### config.mk
export PLATFORM = sky130hd
export DESIGN_NAME = serial_subtractor_4bit
export DESIGN_NICKNAME = d
export VERILOG_FILES = /design/src/rtl/rca_pkg.sv /design/src/rtl/full_subtractor.sv /design/src/rtl/serial_subtractor_4bit.sv
export SDC_FILE = /design/constraint.sdc
export NUM_CORES = 1
export LEC_CHECK = 0
export CAP_MARGIN = 40
export CORE_UTILIZATION = 40
export CTS_CLUSTER_DIAMETER = 60
export CTS_CLUSTER_SIZE = 25
export DETAILED_ROUTE_END_ITERATION = 8
export HOLD_SLACK_MARGIN = 0.08
export SKIP_CTS_REPAIR_TIMING = 1
export SYNTH_ARGS = -nofsm -noshare
export SYNTH_HDL_FRONTEND = slang
export SYNTH_SLANG_ARGS = --single-unit
### constraint.sdc
create_clock -name CLK -period 1.76 [get_ports CLK]
set_input_delay 0.176 -clock CLK [delete_from_list [all_inputs] [get_ports CLK]]
set_output_delay 0.176 -clock CLK [all_outputs]
set_load 0.1 [all_outputs]
### src/rtl/rca_pkg.sv
// Shared definitions for the sequential arithmetic blocks: FSM state encoding.
package rca_pkg;

  typedef enum logic [1:0] {
    IDLE   = 2'b00,
    SHIFT  = 2'b01,
    FINISH = 2'b10
  } state_t;

endpackage

### src/rtl/full_subtractor.sv
// One-bit full subtractor: DIFF = A - B - BIN, BOUT set when a borrow is needed.
module full_subtractor (
  input  logic A,
  input  logic B,
  input  logic BIN,
  output logic DIFF,
  output logic BOUT
);

  assign DIFF = A ^ B ^ BIN;
  assign BOUT = (~A & B) | (~(A ^ B) & BIN);

endmodule

### src/rtl/serial_subtractor_4bit.sv
// Bit-serial subtractor: one bit per SHIFT cycle, LSB first, result published
// on DIFF/BOUT on the edge that enters FINISH. Back-to-back starts are
// accepted in FINISH, giving one result every WIDTH+1 cycles.
module serial_subtractor_4bit
  import rca_pkg::*;
#(
  parameter int WIDTH = 4
) (
  input  logic             CLK,
  input  logic             RST,
  input  logic             START,
  input  logic [WIDTH-1:0] A,
  input  logic [WIDTH-1:0] B,
  input  logic             BIN,
  output logic             BUSY,
  output logic             DONE,
  output logic [WIDTH-1:0] DIFF,
  output logic             BOUT
);

  localparam int CNT_W = $clog2(WIDTH) + 1;

  state_t           state, state_nx;
  logic [WIDTH-1:0] a_sh, b_sh, res;
  logic             br;
  logic [CNT_W-1:0] cnt;
  logic             d_bit, br_nx;
  logic             last;
  logic             load;

  // Bit slice works on the current operand LSBs and the running borrow.
  full_subtractor u_fs (a_sh[0], b_sh[0], br, d_bit, br_nx);

  // The cycle processing the MSB is the last SHIFT cycle.
  assign last = (cnt == CNT_W'(WIDTH - 1));

  // Next-state decode; START is only honoured in IDLE or FINISH.
  always_comb begin
    state_nx = state;
    load     = 1'b0;
    case (state)
      IDLE: begin
        if (START) begin
          state_nx = SHIFT;
          load     = 1'b1;
        end
      end
      SHIFT: begin
        if (last) state_nx = FINISH;
      end
      FINISH: begin
        if (START) begin
          state_nx = SHIFT;
          load     = 1'b1;
        end else begin
          state_nx = IDLE;
        end
      end
      default: state_nx = IDLE;
    endcase
  end

  // State register; BUSY/DONE are registered from the next state so they
  // line up exactly with the SHIFT and FINISH cycles.
  always_ff @(posedge CLK) begin
    if (RST) begin
      state <= IDLE;
      BUSY  <= 1'b0;
      DONE  <= 1'b0;
    end else begin
      state <= state_nx;
      BUSY  <= (state_nx == SHIFT);
      DONE  <= (state_nx == FINISH);
    end
  end

  // Operand capture, serial shift, and result publication on the last bit.
  always_ff @(posedge CLK) begin
    if (RST) begin
      a_sh <= '0;
      b_sh <= '0;
      br   <= 1'b0;
      res  <= '0;
      cnt  <= '0;
      DIFF <= '0;
      BOUT <= 1'b0;
    end else if (load) begin
      a_sh <= A;
      b_sh <= B;
      br   <= BIN;
      res  <= '0;
      cnt  <= '0;
    end else if (state == SHIFT) begin
      a_sh <= a_sh >> 1;
      b_sh <= b_sh >> 1;
      br   <= br_nx;
      res  <= {d_bit, res[WIDTH-1:1]};
      cnt  <= cnt + CNT_W'(1);
      if (last) begin
        DIFF <= {d_bit, res[WIDTH-1:1]};
        BOUT <= br_nx;
      end
    end
  end

endmodule

## Word-level counts from Yosys, hierarchy flattened

Cells that the tools add are included.

- Eq/ne operators: 5
- $mul: 0
- Bitwise operators: 8
- Reductions and logical operators: 5
- Shift operators: 0
- Div/mod/pow operators: 0
- Muxes and demuxes: 12
- Order comparisons: 0
- Add/sub/neg operators: 1

Operators with widths:

| operator | count |
|---|---|
| 4-bit 2-to-1 mux | 4 |
| 2-bit one-hot mux with 3 select lines | 1 |
| 1-bit 2-to-1 mux | 5 |
| 2-bit by 1-bit equality test with 1-bit output (second input constant) | 2 |
| 2-bit equality test (second input constant) | 2 |
| 2-bit 2-to-1 mux | 2 |
| 2-bit OR reduction | 2 |
| 3-bit by 1-bit adder with 3-bit output (second input constant) | 1 |
| 3-bit by 2-bit equality test with 1-bit output (second input constant) | 1 |
| 1-bit NOT | 3 |
| 3-bit AND reduction | 1 |
| 1-bit AND | 2 |
| 2-bit logical NOT | 1 |
| 2-bit nonzero test | 1 |
| 1-bit bitwise XOR | 2 |
| 1-bit OR | 1 |

- Memory bits (read-only): 0
- Memories kept: 0
- Bits in latches: 0
- Input port bits: 12
- Flip-flop bits (word level): 25
- RAM bits: 0
- Word-level logic and storage cells: 41
- Output and inout port bits: 7

## Longest topological paths before layout

Gate-level depths: netlist of the first run.

- Depth in word-level cells: 6
- Mapped depth: 6
- Mapped depth without buffers: 5

## Hierarchy

A second synthesis of the first run with hierarchy kept.

- Cells, all modules: 108
- Area total of the unflattened synthesis: 947.2 um^2

By module, submodules not included:

| module | area each (um^2) | times used | cells each | seq. area each (um^2) |
|---|---|---|---|---|
| serial_subtractor_4bit | 915.9 | 1 | 104 | 480.5 |
| full_subtractor | 31.3 | 1 | 4 | 0.0 |

## Least setup slack after synthesis of the first run

Ideal clock, no wire load.

- Kind: register to register
- Start: register, netlist name DIFF[3]
- End: register DIFF[3]
- Slack: 0.428 ns
- Buffers on the path: 0
- Period minus slack after synthesis: 1.332 ns
- Library setup time: 0.091 ns
- Data arrival time: 1.241 ns
- Required time: 1.669 ns
- Stages on the path, launching flop included: 3
- Cell sequence: dfxtp_1 -> a21oi_1 -> a311oi_1

RTL lines:

| what | RTL line | text |
|---|---|---|
| end signal, assigned | serial_subtractor_4bit.sv:100 | `DIFF <= {d_bit, res[WIDTH-1:1]};` |
| end, declared | serial_subtractor_4bit.sv:17 | `output logic [WIDTH-1:0] DIFF,` |

## Worst setup path after layout of the first run

- Start: register cnt[0]
- End: register BOUT

- Longest elaborated chain between the ends: 2

Ends and longest elaborated chain:

| what | RTL line | text |
|---|---|---|
| start, declared | serial_subtractor_4bit.sv:26 | `logic [CNT_W-1:0] cnt;` |
| start signal, assigned | serial_subtractor_4bit.sv:98 | `cnt <= cnt + CNT_W'(1);` |
| 3-bit by 2-bit equality test with 1-bit output | serial_subtractor_4bit.sv:35 | `assign last = (cnt == CNT_W'(WIDTH - 1));` |
| 3-bit AND reduction (no source line) | - |  |
| end signal, assigned | serial_subtractor_4bit.sv:101 | `BOUT <= br_nx;` |
| end, declared | serial_subtractor_4bit.sv:18 | `output logic BOUT` |

No other way between the ends.
A chain may end at the register's enable or synchronous reset.

==> results of run 1 <==
-- cell families after synthesis --
logic type                 Yosys count  share of synthesized area
and+or+nand+nor                     43                     0.2143
AOI/OAI and AO/OA                   21                     0.1377
xor gates and xnor gates             1                   0.009093
DFF                                 24                     0.4987
buffers and inverters               10                    0.07272
muxes                                2                    0.02078
adders and majority gates            3                    0.04675
-- where the power goes --
group	leakage, nW	switching [mW]	internal, mW
sequential	0.196	0.0153	0.570
combinational	0.209	0.0832	0.0680
clock	0.0279	0.164	0.230
total	0.433	0.263	0.868
-- flip-flops by register name, summed over array words and instances, names as in the netlist --
register / flops
DIFF: 4
b_sh: 4
state: 2
br: 1
DONE: 1
a_sh: 4
res: 3
cnt: 3
BOUT: 1
BUSY: 1
-- worst paths after layout --
kind / startpoint / endpoint / slack (ns) / cells after the start
max reg2reg: cnt[0] / BOUT / 0.37 / 5
min reg2reg: res[3] / res[2] / 0.46 / 2
min: A[2] / a_sh[2] / 0.45 / 3
max: cnt[0] / BOUT / 0.37 / 5
-- critical path, stage by stage (launching register included) --
cell	delay, ns
dfxtp_1	0.37
ha_1	0.16
ha_1	0.34
nand3b_1	0.25
nand2_1	0.13
a21oi_1	0.06
-- layer usage --
layer,track usage,vias up
met4,0.05556,0
met1,0.1842,326
met2,0.2588,10
li1,-,392
met3,0.02679,2
met5,0,-
-- Yosys cell counts --
cell type  instances  area share
buf_4              1      0.0078
a211oi_1           2       0.016
a22oi_1            2       0.016
xnor2_1            1      0.0091
a311oi_1           3       0.027
nor2_1             9       0.035
nand2_1           14       0.055
mux2i_1            2       0.021
o21a_1             1      0.0078
inv_1              2      0.0078
nand3_1            6       0.031
buf_1              1      0.0039
nor2b_1            1      0.0065
nor3_1             8       0.042
buf_2              2       0.010
ha_1               2       0.026
clkbuf_1           1      0.0039
o22ai_1            3       0.019
fa_1               1       0.021
nand2b_1           2       0.013
a21oi_1           10       0.052
and2b_4            1       0.010
buf_8              1       0.016
nand2b_4           1       0.014
nand3b_1           1      0.0078
buf_6              2       0.023
dfxtp_1           24        0.50
-- area by class of cell --
cell class                 count  area (sq um)  area share
inverter                       2         7.507    0.006438
multi-input combinational     70         412.9      0.3541
clock buffer                   3         22.52     0.01931
sequential                    24         480.5      0.4120
clock inverter                 1         30.03     0.02575
timing repair buffer          20         177.7      0.1524
tap                           28         35.03     0.03004
-- layout by cell type (no fill, tap or decap) --
cell	instances
dfxtp_1	24
nand2_1	14
clkdlybuf4s50_1	11
a21oi_1	10
nor2_1	9
buf_4	9
nor3_1	8
nand3_1	6
a311oi_1	3
o22ai_1	3
clkbuf_4	3
inv_1	2
a22oi_1	2
nand2b_1	2
mux2i_1	2
a211oi_1	2
ha_1	2
and2b_4	1
nor2b_1	1
nand2b_4	1
nand3b_1	1
xnor2_1	1
o21a_1	1
fa_1	1
bufinv_16	1
-- stage by stage --
stage	area (sq um)	instances	hold WS, ns	total power, mW	worst slack, ns
after floorplan	963.4	104	0.3568	0.7130	0.4283
after global placement	1114	144	0.4453	0.7481	0.3662
after detailed placement	1114	144	0.4518	0.7502	0.3430
after CTS	1166	148	0.4330	1.147	0.3376
after global routing	1166	148	0.4682	1.176	0.1761
final	1166	148	0.4457	1.131	0.3678
==> metrics.txt, run 1 <==
PortBufs=18; fin crit period=1.392 ns; Max Root-Sink Buffers=2; worst skew pair latency=0.31 ns; final antenna-violating net count=0; count of cell types in the netlist=27; crit path max fanout=8; Min-Delay Path Class=in -> reg; top sig layer=met4; Max VDD drop=0.4948 mV; post-synthesis cell area=963.4 sq um; CP endpoint kind=register; DR vias=730; Net count, final=136; Sum Neg Setup Slack=0 ns; overall routing resource usage=0.1500; post-DP HPWL=1208 um; GRT overflow=0; metal3 WL=44 um; crit start category=register; Worst-path clk slew=0.14 ns; die extent in x=51.08 um; Syn-to-layout area delta=21.04%; Detailed Routing Iterations Pass 1=4; endpoints failing hold=0; Metal-1 WL=883 um; Max Clock Skew=0.01280 ns; run status=completed; initial antenna violation count=0; WL met2=787 um; vias in the first global route=696; Setup CP Type=reg -> reg; IO Pins=19; number of diodes=0; final setup fails=0; Worst-Margin Slew=0.4721 ns; FMAX=718.3 MHz; clock sink total=24; CTS H-tree depth=1; first-pass GRT wire length=2939 um; CTS Root Cell=clkbuf_4; initial cell density of the core=0.4314; crit path DAT=1.61 ns; Seq cells post-synth=24; RSZ-0062 raised after global routing=false; Layout Utilization=0.5221; fin crit share=0.7910; Leak=0.4328 nW; Yosys warning count=0; Slew HR=0.6852; PwrDens=969.5 nW/um^2; syn_area_per_cell=9.264 sq um; WL/cell=11.65 um; Synth Instances=104; std cell rows=17; core area=2233 sq um; CTS tree=built; filler instances=233; Syn Nets=119; DRC errors left=0; Die Span Y=51.08 um; number of DRC markers in iteration 0=8; area of the die=2609 sq um; max-cap viol count=0; CP Data Required Time=1.98 ns; largest net degree at the start of global routing=24; max-slew violation count=0; clock buffer count from CTS=3; final WL=1724 um; share of layout cells above drive strength 1=0.1250; sequential element share of the synthesized area=0.4987; RD Place Congestion=0.7113; DR vias/cell=4.932
(Power assumes the default switching activity.)
==> inputs of run 2 (changes only) <==
==> constraint.sdc (replaced) <==
create_clock -name CLK -period 1.4 [get_ports CLK]
set_input_delay 0.14 -clock CLK [delete_from_list [all_inputs] [get_ports CLK]]
set_output_delay 0.14 -clock CLK [all_outputs]
set_load 0.1 [all_outputs]
==> run 2 against run 1 <==
Net effect:
- register-to-register slack lost 0.24 ns
- critical path depth is the same
- wire length grew 9.1%
- final area grew 7.6%
- die area is the same
- clock power shrank 7.9%
- sequential power grew 26%
- global-route usage grew 1.1 points
- sequential share of layout area shrank 2.9 points
- cell count grew 1.4%
- via count grew 3.8%
- critical endpoint is now DONE
- highest routed layer unchanged
==> metrics.txt, run 2 (synthesized netlist as in run 1, its figures left out) <==
crit path max fanout=5; Net count, final=138; commonest non-fill, non-tap cell in the layout=dfxtp_1; number of diodes=0; Worst-Margin Slew=0.4471 ns; Max VDD drop=0.5972 mV; filler instances=229; Slew HR=0.7019; share of layout cells above drive strength 1=0.1475; Die Span Y=51.08 um; initial antenna violation count=0; PortBufs=18; Max Clock Skew=0.01099 ns; CTS H-tree depth=1; Design Area, Final=1255 sq um; pre-CTS setup slack=0.03835 ns; post-layout power=1.299 mW; most frequent cells in the layout=24 x dfxtp_1, 14 x nand2_1, 11 x clkdlybuf4s50_1; GRT overflow=0; Max Root-Sink Buffers=2; PwrDens=1035 nW/um^2; RSZ-0062 raised after global routing=false; fin crit share=0.9063; CP Data Required Time=1.67 ns; FMAX=788.1 MHz; crit path DAT=1.54 ns; core area=2233 sq um; CTS Root Cell=clkbuf_4; area of the die=2609 sq um; IO Pins=19; Worst-path clk slew=0.13 ns; run status=completed; max-slew violation count=0; final WL=1881 um; die extent in x=51.08 um; Syn-to-layout area delta=30.26%; final antenna-violating net count=0; WL/cell=12.54 um; Sum Neg Setup Slack=0 ns; CTS tree=built; initial cell density of the core=0.4314; Area after DPL=1209 sq um; first-pass GRT wire length=3077 um; worst hold path depth=3; post-DP HPWL=1330 um; final setup fails=0; Min-Delay Path Class=in -> reg; clock buffer count from CTS=3; CP endpoint kind=register; crit start category=register; max-cap viol count=0; largest net degree at the start of global routing=24; biggest regs=DIFF x4, a_sh x4, b_sh x4; DR vias/cell=5.053; fin crit period=1.269 ns; R2R cell count=5; std cell rows=17; worst skew pair latency=0.32 ns; DRC errors left=0; number of DRC markers in iteration 0=10; endpoints failing hold=0; vias in the first global route=734; Detailed Routing Iterations Pass 1=4; DR vias=758; Leak=0.4539 nW; RD Place Congestion=0.6999; overall routing resource usage=0.1613; Setup CP Type=reg -> reg; worst setup margin=0.1311 ns; clock sink total=24
-- run 2: per-stage QoR --
stage | cells | utilization | hold slack (ns)
after floorplan | 104 | - | 0.3208
after detailed placement | 145 | 0.5412 | 0.4465
after CTS | 149 | 0.5574 | 0.3833
final | 150 | 0.5619 | 0.3946
after global routing | 150 | 0.5619 | 0.4008
after global placement | 145 | 0.5412 | 0.4456
-- run 2: per-layer routing --
metal / routed length, um / track usage / vias up
met4: 21 / 0.04167 / 0
met5: 0 / 0 / -
met2: 895 / 0.2895 / 11
met3: 63 / 0.05357 / 2
li1: - / - / 394
met1: 901 / 0.1805 / 351
-- run 2: final cells by class --
| class | count | area (sq um) | share of cell area |
|---|---|---|---|
| Multi-Input combinational cell | 70 | 415.4 | 0.3310 |
| Tap cell | 28 | 35.03 | 0.02792 |
| Sequential cell | 24 | 480.5 | 0.3829 |
| Timing Repair Buffer | 22 | 280.3 | 0.2233 |
| Inverter | 2 | 7.507 | 0.005982 |
| Clock buffer | 4 | 36.28 | 0.02891 |
-- run 2: critical path, cell delays in order, from the launching register on --
cell and delay, ns:
dfxtp_1 0.37, ha_1 0.16, ha_2 0.23, nand3b_1 0.19
buf_4 0.19, nor2_1 0.08
-- run 2: power by group --
part | switching, mW | internal (mW)
logic | 0.105 | 0.0918
clock network | 0.204 | 0.159
registers | 0.0222 | 0.716
-- run 2: final timing paths --
kind / from / endpoint / slack [ns]
hold reg to reg: res[1] / res[1] / 0.47
setup reg to reg: cnt[0] / DONE / 0.13
hold / removal: B[2] / b_sh[2] / 0.39
setup / recovery: cnt[0] / DONE / 0.13
==> inputs of run 3 (changes only) <==
--- a/config.mk
+++ b/config.mk
@@ -6,11 +6,14 @@
 export NUM_CORES = 1
 export LEC_CHECK = 0
 export CAP_MARGIN = 40
-export CORE_UTILIZATION = 40
+export CELL_PAD_IN_SITES_DETAIL_PLACEMENT = 1
+export CELL_PAD_IN_SITES_GLOBAL_PLACEMENT = 2
+export CORE_UTILIZATION = 30
 export CTS_CLUSTER_DIAMETER = 60
 export CTS_CLUSTER_SIZE = 25
 export DETAILED_ROUTE_END_ITERATION = 8
 export HOLD_SLACK_MARGIN = 0.08
+export PLACE_DENSITY_LB_ADDON = 0.1
 export SKIP_CTS_REPAIR_TIMING = 1
 export SYNTH_ARGS = -nofsm -noshare
 export SYNTH_HDL_FRONTEND = slang
==> run 3 against run 2 <==
Net effect:
- wire length rose by 11%
- maximum frequency up 0.73%
- count of clock-buffer cells in the layout decreased by 1
- flip-flop and latch count stayed put
- total power down 4.8%
- combinational power about the same
- clock skew fell by 0.0094 ns
==> metrics.txt, run 3 (synthesized netlist as in run 1, its figures left out) <==
clock sink total=24; crit start category=register; number of DRC markers in iteration 0=6; Worst-path clk slew=0.12 ns; largest net degree at the start of global routing=24; placed cell count=162; Sum Neg Setup Slack=0 ns; Net count, final=138; DR vias=778; DRC errors left=0; initial cell density of the core=0.3156; Max Root-Sink Buffers=2; CTS Root Cell=clkbuf_4; CTS H-tree depth=1; fin crit share=0.8998; number of diodes=0; RSZ-0062 raised after global routing=false; PwrDens=980.8 nW/um^2; post-layout power=1.237 mW; final setup fails=0; Min-Delay Path Class=in -> reg; RD Place Congestion=0.6803; fin cells=165; max-cap viol count=0; clock buffer count from CTS=3; CTS tree=built; launch point of the critical path=cnt[0]; std cell rows=20; Worst-Margin Slew=0.4527 ns; Detailed Routing Iterations Pass 1=2; most frequent cells in the layout=24 x dfxtp_1, 14 x nand2_1, 11 x clkdlybuf4s50_1; vias in the first global route=785; filler instances=374; crit path DAT=1.52 ns; fin crit period=1.260 ns; area of the die=3442 sq um; Min Hold Slack=0.4106 ns; Slew HR=0.6982; Setup CP Type=reg -> reg; DR vias/cell=4.715; Syn-to-layout area delta=30.91%; R2R Path Start=cnt[0]; worst skew pair latency=0.31 ns; GRT overflow=0; first-pass GRT wire length=3629 um; Leak=0.4480 nW; die extent in x=58.67 um; IO Pins=19; hold path startpoint=B[2]; post-DP HPWL=1530 um; CP endpoint kind=register; commonest non-fill, non-tap cell in the layout=dfxtp_1; final WL=2079 um; biggest regs=DIFF x4, a_sh x4, b_sh x4; PortBufs=18; core area=3053 sq um; CP Data Required Time=1.66 ns; crit path max fanout=4; initial antenna violation count=0; max-slew violation count=0; endpoints failing hold=0; Die Span Y=58.67 um; Max Clock Skew=0.001629 ns; WL/cell=12.60 um; overall routing resource usage=0.1404; FMAX=793.9 MHz; share of layout cells above drive strength 1=0.1405; final antenna-violating net count=0; run status=completed; Max VDD drop=0.5484 mV
run 3: changes by cell type in the layout (fill, tap and decap cells not counted):
cell      change
clkbuf_8      -1
run 3: power by group:
part | switching, mW | internal [mW]
clock network | 0.199 | 0.101
logic | 0.107 | 0.0915
registers | 0.0224 | 0.716
run 3: per-layer routing:
metal,up-vias,wire length (um),GRT usage
met5,-,0,0
met4,0,21,0.05102
met3,4,78,0.03956
met2,14,1026,0.2299
met1,368,953,0.1767
li1,392,-,-
run 3: cell type report:
cell class                 count  area (sq um)  area share
clock buffer                   3         22.52     0.01786
inverter                       2         7.507    0.005952
multi-input combinational     70         415.4      0.3294
sequential                    24         480.5      0.3810
tap                           44         55.05     0.04365
timing repair buffer          22         280.3      0.2222
run 3: final timing paths:
check	endpoint	slack, ns	cells past startpoint
worst max-delay path	BUSY	0.14	5
worst min-delay path	b_sh[2]	0.41	3
worst max register to register	BUSY	0.14	5
worst min register to register	DIFF[0]	0.48	2
run 3: critical path, cell delays in order, from the launching register on:
cell and delay (ns):
dfxtp_1 0.35, ha_1 0.20, ha_2 0.20, buf_4 0.15, o21a_1 0.20, nor2_1 0.10
run 3: metrics by stage:
stage | instance area, sq um | setup slack (ns) | util
after floorplan | 963.4 | 0.06832 | -
after global placement | 1236 | 0.04575 | 0.4049
after detailed placement | 1236 | -0.002364 | 0.4049
after CTS | 1259 | 0.07251 | 0.4123
after global routing | 1261 | 0.03268 | 0.4131
final | 1261 | 0.1403 | 0.4131
